## config.mk

```make
export PLATFORM = sky130hd
export DESIGN_NAME = msx_mouse_port
export DESIGN_NICKNAME = d
export VERILOG_FILES = /design/src/rtl/msx_mouse_port.sv
export SDC_FILE = /design/constraint.sdc
export NUM_CORES = 1
export LEC_CHECK = 0
export BUFFER_PORTS_ARGS = -buffer_cell sky130_fd_sc_hd__buf_2
export CAP_MARGIN = 20
export CORE_ASPECT_RATIO = 0.7
export CORE_MARGIN = 3
export CORE_UTILIZATION = 39
export DETAILED_ROUTE_END_ITERATION = 8
export GPL_TIMING_DRIVEN = 0
export HOLD_SLACK_MARGIN = 0.05
export PLACE_DENSITY = 0.65
export SYNTH_ARGS = -nofsm -noshare
export SYNTH_HDL_FRONTEND = slang
export SYNTH_SLANG_ARGS = --single-unit
```

## constraint.sdc

```tcl
create_clock -name i_clk_sys -period 5.35 [get_ports i_clk_sys]
set_clock_uncertainty 0.05 [all_clocks]
set_input_delay 0.535 -clock i_clk_sys [delete_from_list [all_inputs] [get_ports i_clk_sys]]
set_output_delay 0.535 -clock i_clk_sys [all_outputs]
set_load 0.02 [all_outputs]
```

## src/rtl/msx_mouse_port.sv

```systemverilog
// msx_mouse_port: MSX general-purpose-port encoder for one port. It muxes a
//   6-bit joystick and the MSX nibble-serial mouse protocol, and accumulates
//   PS/2 mouse deltas between host reads, saturating instead of overwriting.
// Latency: the joystick path is combinational from i_joy_n. A mouse nibble
//   appears on o_pin_low SYNC_STAGES+1 cycles after i_stra changes.
// Backpressure: none. Motion that is not yet read stays in the accumulators,
//   which clip at +/-(2^(ACC_W-1)-1) and set the sticky o_acc_sat.
//
// Ports:
//   i_clk_sys       system clock
//   i_reset         asynchronous active-high reset
//   i_mode_sel      00/11 auto, 01 force joystick, 10 force mouse
//   i_joy_n         joystick {btnB,btnA,right,left,down,up}, active-low
//   i_mouse_strobe  1-cycle pulse, i_mouse_x/y/btn valid
//   i_mouse_x/y     PS/2 deltas, 9-bit two's complement
//   i_mouse_btn     {right,left}, active-high
//   i_stra          MSX port strobe (pin 8)
//   o_pin_low       1 = pull port pin low, 0 = release
//   o_mouse_active  port is in mouse protocol
//   o_acc_sat       sticky: an accumulator clipped since reset
module msx_mouse_port #(
  parameter int ACC_W        = 12,
  parameter int TIMEOUT      = 100000,
  parameter int SYNC_STAGES  = 2,
  parameter int INVERT_X     = 1,
  parameter int JOY_STR_GATE = 1
) (
  input  logic       i_clk_sys,
  input  logic       i_reset,
  input  logic [1:0] i_mode_sel,
  input  logic [5:0] i_joy_n,
  input  logic       i_mouse_strobe,
  input  logic [8:0] i_mouse_x,
  input  logic [8:0] i_mouse_y,
  input  logic [1:0] i_mouse_btn,
  input  logic       i_stra,
  output logic [5:0] o_pin_low,
  output logic       o_mouse_active,
  output logic       o_acc_sat
);

  // Two guard bits let acc - snapshot + delta be computed without wrap.
  localparam int WW = ACC_W + 2;
  localparam int CW = $clog2(TIMEOUT + 1);
  localparam logic signed [WW-1:0]    LIM  = WW'((1 << (ACC_W - 1)) - 1);
  localparam logic signed [ACC_W-1:0] P127 = ACC_W'(127);
  localparam logic signed [ACC_W-1:0] N128 = ACC_W'(-128);

  typedef enum logic [1:0] {S0, S1, S2, S3} state_t;

  state_t                  r_state, w_state_nxt;
  logic                    r_mouse_active, w_active_nxt;
  logic                    r_stra_d, w_stra_s, w_edge, w_take;
  logic [3:0]              r_pin_nib, w_pin_nib_nxt;
  logic [CW-1:0]           r_cnt, w_cnt_nxt;
  logic [7:0]              r_sx, r_sy, w_sx, w_sy;
  logic signed [ACC_W-1:0] r_acc_x, r_acc_y, w_acc_x_nxt, w_acc_y_nxt;
  logic                    r_acc_sat, w_clip;
  logic signed [WW-1:0]    w_dx, w_dy, w_sum_x, w_sum_y;
  logic                    w_joy_gate;

  function automatic logic [7:0] f_sat8(input logic signed [ACC_W-1:0] a);
    if (a > P127)      f_sat8 = 8'h7F;
    else if (a < N128) f_sat8 = 8'h80;
    else               f_sat8 = a[7:0];
  endfunction

  function automatic logic signed [WW-1:0] f_ext9(input logic [8:0] v);
    f_ext9 = {{(WW-9){v[8]}}, v};
  endfunction

  function automatic logic signed [WW-1:0] f_ext8(input logic [7:0] v);
    f_ext8 = {{(WW-8){v[7]}}, v};
  endfunction

  function automatic logic signed [WW-1:0] f_extacc(input logic signed [ACC_W-1:0] v);
    f_extacc = {{2{v[ACC_W-1]}}, v};
  endfunction

  function automatic logic signed [WW-1:0] f_clip(input logic signed [WW-1:0] v);
    if (v > LIM)       f_clip = LIM;
    else if (v < -LIM) f_clip = -LIM;
    else               f_clip = v;
  endfunction

  // Strobe synchroniser; SYNC_STAGES==0 means i_stra is already in this domain.
  generate
    if (SYNC_STAGES == 0) begin : g_nosync
      assign w_stra_s = i_stra;
    end else begin : g_sync
      logic [SYNC_STAGES-1:0] r_sync;
      always_ff @(posedge i_clk_sys or posedge i_reset) begin
        if (i_reset) begin
          r_sync <= '0;
        end else begin
          r_sync[0] <= i_stra;
          for (int k = 1; k < SYNC_STAGES; k++) r_sync[k] <= r_sync[k-1];
        end
      end
      assign w_stra_s = r_sync[SYNC_STAGES-1];
    end
  endgenerate

  assign w_edge = w_stra_s ^ r_stra_d;

  // Mode: in auto, a mouse packet claims the port and any pressed joystick
  // bit releases it; the packet wins when both happen in the same cycle.
  always_comb begin
    w_active_nxt = r_mouse_active;
    case (i_mode_sel)
      2'b01:   w_active_nxt = 1'b0;
      2'b10:   w_active_nxt = 1'b1;
      default: begin
        if (i_mouse_strobe)          w_active_nxt = 1'b1;
        else if (i_joy_n != 6'h3F)   w_active_nxt = 1'b0;
      end
    endcase
  end

  // Accumulator datapath. On the S0 edge the snapshot is removed first, so a
  // delta arriving in that same cycle lands in the next read.
  always_comb begin
    w_sx    = f_sat8(r_acc_x);
    w_sy    = f_sat8(r_acc_y);
    w_take  = r_mouse_active && w_edge && (r_state == S0);
    w_dx    = (INVERT_X != 0) ? -f_ext9(i_mouse_x) : f_ext9(i_mouse_x);
    w_dy    = f_ext9(i_mouse_y);
    w_sum_x = f_extacc(r_acc_x);
    w_sum_y = f_extacc(r_acc_y);
    if (w_take) begin
      w_sum_x = w_sum_x - f_ext8(w_sx);
      w_sum_y = w_sum_y - f_ext8(w_sy);
    end
    if (i_mouse_strobe) begin
      w_sum_x = w_sum_x + w_dx;
      w_sum_y = w_sum_y + w_dy;
    end
    w_clip      = (w_sum_x > LIM) || (w_sum_x < -LIM) || (w_sum_y > LIM) || (w_sum_y < -LIM);
    w_acc_x_nxt = ACC_W'(f_clip(w_sum_x));
    w_acc_y_nxt = ACC_W'(f_clip(w_sum_y));
  end

  // Nibble sequencer: one state per strobe edge; the watchdog returns it to
  // S0 when the host abandons a read, leaving pins and accumulators alone.
  always_comb begin
    w_state_nxt   = r_state;
    w_pin_nib_nxt = r_pin_nib;
    w_cnt_nxt     = r_cnt;
    if (r_mouse_active && w_edge) begin
      w_cnt_nxt = CW'(TIMEOUT);
      case (r_state)
        S0: begin w_state_nxt = S1; w_pin_nib_nxt = ~w_sx[7:4]; end
        S1: begin w_state_nxt = S2; w_pin_nib_nxt = ~r_sx[3:0]; end
        S2: begin w_state_nxt = S3; w_pin_nib_nxt = ~r_sy[7:4]; end
        default: begin w_state_nxt = S0; w_pin_nib_nxt = ~r_sy[3:0]; end
      endcase
    end else if (r_cnt != '0) begin
      w_cnt_nxt = r_cnt - CW'(1);
      if (r_cnt == CW'(1)) w_state_nxt = S0;
    end
  end

  always_ff @(posedge i_clk_sys or posedge i_reset) begin
    if (i_reset) begin
      r_state        <= S0;
      r_mouse_active <= 1'b0;
      r_stra_d       <= 1'b0;
      r_pin_nib      <= '0;
      r_cnt          <= '0;
      r_sx           <= '0;
      r_sy           <= '0;
      r_acc_x        <= '0;
      r_acc_y        <= '0;
      r_acc_sat      <= 1'b0;
    end else begin
      r_mouse_active <= w_active_nxt;
      r_stra_d       <= w_stra_s;
      if (!w_active_nxt) begin
        // Leaving (or staying out of) mouse mode discards pending motion.
        r_state   <= S0;
        r_pin_nib <= '0;
        r_cnt     <= '0;
        r_acc_x   <= '0;
        r_acc_y   <= '0;
      end else begin
        r_state   <= w_state_nxt;
        r_pin_nib <= w_pin_nib_nxt;
        r_cnt     <= w_cnt_nxt;
        r_acc_x   <= w_acc_x_nxt;
        r_acc_y   <= w_acc_y_nxt;
        if (w_clip) r_acc_sat <= 1'b1;
        if (w_take) begin
          r_sx <= w_sx;
          r_sy <= w_sy;
        end
      end
    end
  end

  assign w_joy_gate     = (JOY_STR_GATE != 0) ? ~w_stra_s : 1'b1;
  assign o_pin_low      = r_mouse_active ? {i_mouse_btn, r_pin_nib}
                                         : (~i_joy_n & {6{w_joy_gate}});
  assign o_mouse_active = r_mouse_active;
  assign o_acc_sat      = r_acc_sat;

endmodule
```

==> out/qor.tcl <==
set qor(run_status) {finished, final reports clean}
set qor(power.ir.vdd_worst_uv) 390
set qor(number_of_antenna_violating_nets_in_the_routed_design) 0
set qor(power-per-cell-area_nw_per_um2) 737
set qor(synth_area_um2) 6250
set qor(combinationalPowerShare_pct) 72.4
set qor(synth-seq-cells) 64
set qor(totalNegativeSetupSlack_ns) 0
set qor(worstPathMaxFanout) 7
set qor(avgViaCountPerCell) 5.92
set qor(synth-warning-count) 0
set qor(drc_errors) 0
set qor(antenna_found_initial) 0
set qor(cts_max_level) 3
set qor(final_layout_size_suffix_gt1_share_pct) 16.1
set qor(worstPathRequired_ns) 5.55
set qor(yosysTopAreaCellShare_pct) 25.6
set qor(global_route.overflow_total) 0
set qor(final.min_clock_period_ns) 5.14
set qor(root_buffer) {sky130_fd_sc_hd__clkbuf_16}
set qor(clkTransAtPathRegs_ns) 0.06
set qor(cts_buffers) 9
set qor(grt_pass1_wl_mm) 29.5
set qor(cts.sinks) 64
set qor(coreArea_um2) 15600
set qor(critical-path-slowest-cell) {sky130_fd_sc_hd__dfrtp_2}
set qor(share_of_total_power_in_sequential_cells_pct) 15.7
set qor(synth.top_cells.by_area) {sky130_fd_sc_hd__dfrtp_1, sky130_fd_sc_hd__ha_1, sky130_fd_sc_hd__nand2_1, sky130_fd_sc_hd__o21ai_0, sky130_fd_sc_hd__a21oi_1}
set qor(final_max_slew_violation_count) 0
set qor(max_freq_ghz) 0.195
set qor(setup.reg_to_reg.worst_slack_ns) 0.21
set qor(clkLatencyLatePin_ns) 0.33
set qor(cp_data_arrival_time_ns) 5.33
set qor(worst_reg_to_reg_path_cell_count) 22
set qor(internal-power_uw) 2730
set qor(cts_buffer_depth) 2
set qor(synth-async-reset-ratio_pct) 100
set qor(dr.pass1.iters) 5
set qor(floorplan.io_pins) 40
set qor(routability_congestion) 0.963
set qor(fillerInstances) 1537
set qor(synth.avg_cell_area_um2) 7.99
set qor(power.switching_uw) 2700
set qor(syn-num-nets) 876
set qor(cts_tree) {done}
set qor(detailedPlacementHpwl_mm) 13.9
set qor(die_area_um2) 17600
set qor(grt_start_max_net_pins) 65
set qor(gr-usage-all-layers_pct) 20.7
set qor(cp-end-kind) {register}
set qor(maxCapViolCount) 0
set qor(antenna_cell_count) 0
set qor(std_cell_rows) 38
set qor(drt_iter0_markers) 690
set qor(min_delay_worst_endpoint) {g_sync.r_sync[0]}
set qor(final-hold-violation-count) 0
set qor(worstReg2RegEnd) {r_acc_x[0]}
set qor(port_buffers) 39
set qor(tightestPinTransition_ns) 0.817
set qor(critical_path.startpoint_type) {register}
set qor(p_leak_uw) 0.00333
set qor(synth_flop_cell) {sky130_fd_sc_hd__dfrtp_1}
set qor(r2r_start) {r_acc_x[10]}
set qor(p_clk_share_pct) 11.9
set qor(report.power.total_uw) 5440
set qor(critical_path.cell_chain) {nor4_2 > nor2_4 > o21a_1 > ha_1 > inv_1 > fa_1 > a21o_1 > a221o_1 > o311a_1 > nor2_1 > xor2_1 > o21ai_1 > ha_1 > nand2_1 > o21ai_0 > a21oi_1 > mux2_4 > and2_1 > a221oi_4 > and2b_1 > o21a_1 > a31oi_1}
set qor(route.detailed.wl_per_inst_um) 17.6
set qor(synth_sequential_area_ratio_pct) 25.6
set qor(die_height_um) 112
set qor(initial_core_util_pct) 40.1
set qor(post_synth_num_cell_types) 80
set qor(worstSetupPathType) {reg -> reg}
set qor(drt_wl_total_mm) 18.4
set qor(synthesis.instances) 783
set qor(hold_path_startpoint) {i_stra}
set qor(dr_total_vias) 6195
set qor(final_net_count) 934
set qor(grt_pass1_vias) 5723
set qor(headroom_to_the_max_slew_limit_pct) 45.5
set qor(setup_viol) 0
set qor(edff_count_synth) 0
set qor(crit_path_max_incr_delay_ns) 0.43
set qor(netlist.top_cell.by_area) {sky130_fd_sc_hd__dfrtp_1}
set qor(swShare_pct) 49.7
set qor(layout-area-overhead-vs-synth_pct) 17.9
set qor(min_path_cells) 1
set qor(timing.final.crit_share_pct) 96.0
set qor(die_x_um) 157
set qor(hold_path.class) {in -> reg}
-- registers in the layout, summed over array words and instances (netlist names) --
register / flops
r_pin_nib: 4
r_sy: 8
o_acc_sat: 1
r_acc_y: 12
r_stra_d: 1
r_cnt: 17
r_state: 2
o_mouse_active: 1
g_sync.r_sync: 2
r_sx: 4
r_acc_x: 12
-- power groups by stage --
| stage | Sequential, µW | Combinational [µW] | Clock [µW] |
|---|---|---|---|
| after floorplan | 789 | 2780 | 0 |
| after global placement | 837 | 3460 | 0 |
| after detailed placement | 838 | 3480 | 0 |
| after CTS | 836 | 3610 | 657 |
| after global routing | 876 | 4360 | 681 |
| final | 852 | 3940 | 648 |
-- cells in the mapped netlist, drive strengths merged, types with 3 or more instances --
library cell,instances
ha,57
o311a,4
o31ai,18
or3,8
nand3,20
and3,7
mux2i,7
o211a,3
a211oi,13
nor2b,9
a31oi,8
or4,3
and2,6
a21oi,56
nor3,17
a41oi,6
o22ai,5
xnor2,21
clkbuf,20
dfrtp,64
o21ai,64
nor4,9
mux2,7
nand4,5
buf,8
o211ai,8
nor2,65
a21boi,3
nand2b,8
or2,6
nand3b,5
a211o,4
a21o,16
o21a,16
fa,4
a221oi,11
inv,45
xor2,20
nand2,88
-- critical path, delay by kind of cell (launching register included) --
kind	cells	cell delay [ns]
simple gates	6	0.88
buf+inv	1	0.06
mux	1	0.36
flops	1	0.43
compound gates	10	2.17
xor+xnor	1	0.15
fa+ha+maj	3	0.95
-- worst max-delay path by stage --
| stage | startpoint | to | slack (ns) | depth (start not counted) |
|---|---|---|---|---|
| detailed placement | r_acc_y[8] | r_acc_y[6] | -0.59 | 20 |
| finish | r_acc_x[10] | r_acc_x[0] | 0.21 | 22 |
| floorplan | r_acc_x[10] | o_acc_sat | 0.56 | 20 |
| global route | r_acc_x[8] | r_acc_x[0] | -0.05 | 21 |
| global placement | r_acc_y[8] | r_acc_y[6] | -0.64 | 20 |
| CTS | r_acc_y[10] | r_acc_y[6] | 0.004 | 21 |
-- repair_timing --
action / in CTS / in global routing
endpoints found under the hold margin: 0 / 0
gates resized for setup: 17 / 49
buffers inserted: 2 / 10
hold buffers: 0 / 0
endpoints found under the setup margin: 24 / 23
pin swaps: 3 / 14
-- cell type report --
cell class,count,area (µm²),area share [%]
multi-input cells,645,4630,62.8
inverters,46,175,2.37
plain buffers,24,100,1.36
repair buffers,51,285,3.87
well taps,200,250,3.39
clock buffers,9,225,3.05
clock inverters,7,104,1.41
flip-flops and latches,64,1600,21.7
-- cell families (layout without fill, tap and decap cells) --
| family | count (synthesis) | count (layout) | share of synthesized area, % |
|---|---|---|---|
| AOI/OAI and AO/OA | 264 | 264 | 28.5 |
| xor gates and xnor gates | 41 | 41 | 5.98 |
| adders and majority gates | 61 | 61 | 12.7 |
| buffers and inverters | 74 | 137 | 4.54 |
| DFF | 64 | 64 | 25.6 |
| muxes | 14 | 14 | 2.38 |
| and+or+nand+nor | 265 | 265 | 20.3 |
-- cell usage in the layout, fill, tap and decap left out, types with 7 or more instances in the layout --
cell type	n
sky130_fd_sc_hd__a21oi_1	54
sky130_fd_sc_hd__ha_1	52
sky130_fd_sc_hd__a31oi_1	8
sky130_fd_sc_hd__a21o_1	16
sky130_fd_sc_hd__inv_1	44
sky130_fd_sc_hd__nor3_1	15
sky130_fd_sc_hd__o21a_1	16
sky130_fd_sc_hd__nand2_1	84
sky130_fd_sc_hd__a221oi_1	9
sky130_fd_sc_hd__and3_1	7
sky130_fd_sc_hd__xor2_1	19
sky130_fd_sc_hd__a211oi_1	8
sky130_fd_sc_hd__buf_2	43
sky130_fd_sc_hd__xnor2_1	19
sky130_fd_sc_hd__nand3_1	19
sky130_fd_sc_hd__dfrtp_1	62
sky130_fd_sc_hd__clkbuf_1	16
sky130_fd_sc_hd__mux2i_1	7
sky130_fd_sc_hd__o31ai_1	14
sky130_fd_sc_hd__nor2_1	63
sky130_fd_sc_hd__nand2b_1	8
sky130_fd_sc_hd__buf_4	12
sky130_fd_sc_hd__clkbuf_16	9
sky130_fd_sc_hd__o21ai_1	13
sky130_fd_sc_hd__nor2b_1	9
sky130_fd_sc_hd__o211ai_1	8
sky130_fd_sc_hd__or3_1	7
sky130_fd_sc_hd__o21ai_0	49
-- through the flow --
step | hold slack (ns) | cell area, µm² | util, % | cells | setup slack (ns)
3_3_place_gp | 0.302 | 6700 | 43.0 | 1022 | -0.635
2_1_floorplan | 0.281 | 6250 | - | 783 | 0.560
5_1_grt | 0.244 | 7380 | 47.3 | 1046 | -0.0480
4_1_cts | 0.249 | 7130 | 45.7 | 1040 | 0.00435
3_5_place_dp | 0.293 | 6700 | 43.0 | 1022 | -0.593
6_report | 0.259 | 7380 | 47.3 | 1046 | 0.213
-- metal layers --
metal	vias to the layer above	GRT usage (%)	part of all wire, %
li1	3016	-	-
met1	2942	32.6	51
met2	207	29.5	41
met3	30	3.19	6.2
met4	0	5.20	1.7
met5	-	0	0
Power figures use the tool's default switching activity.
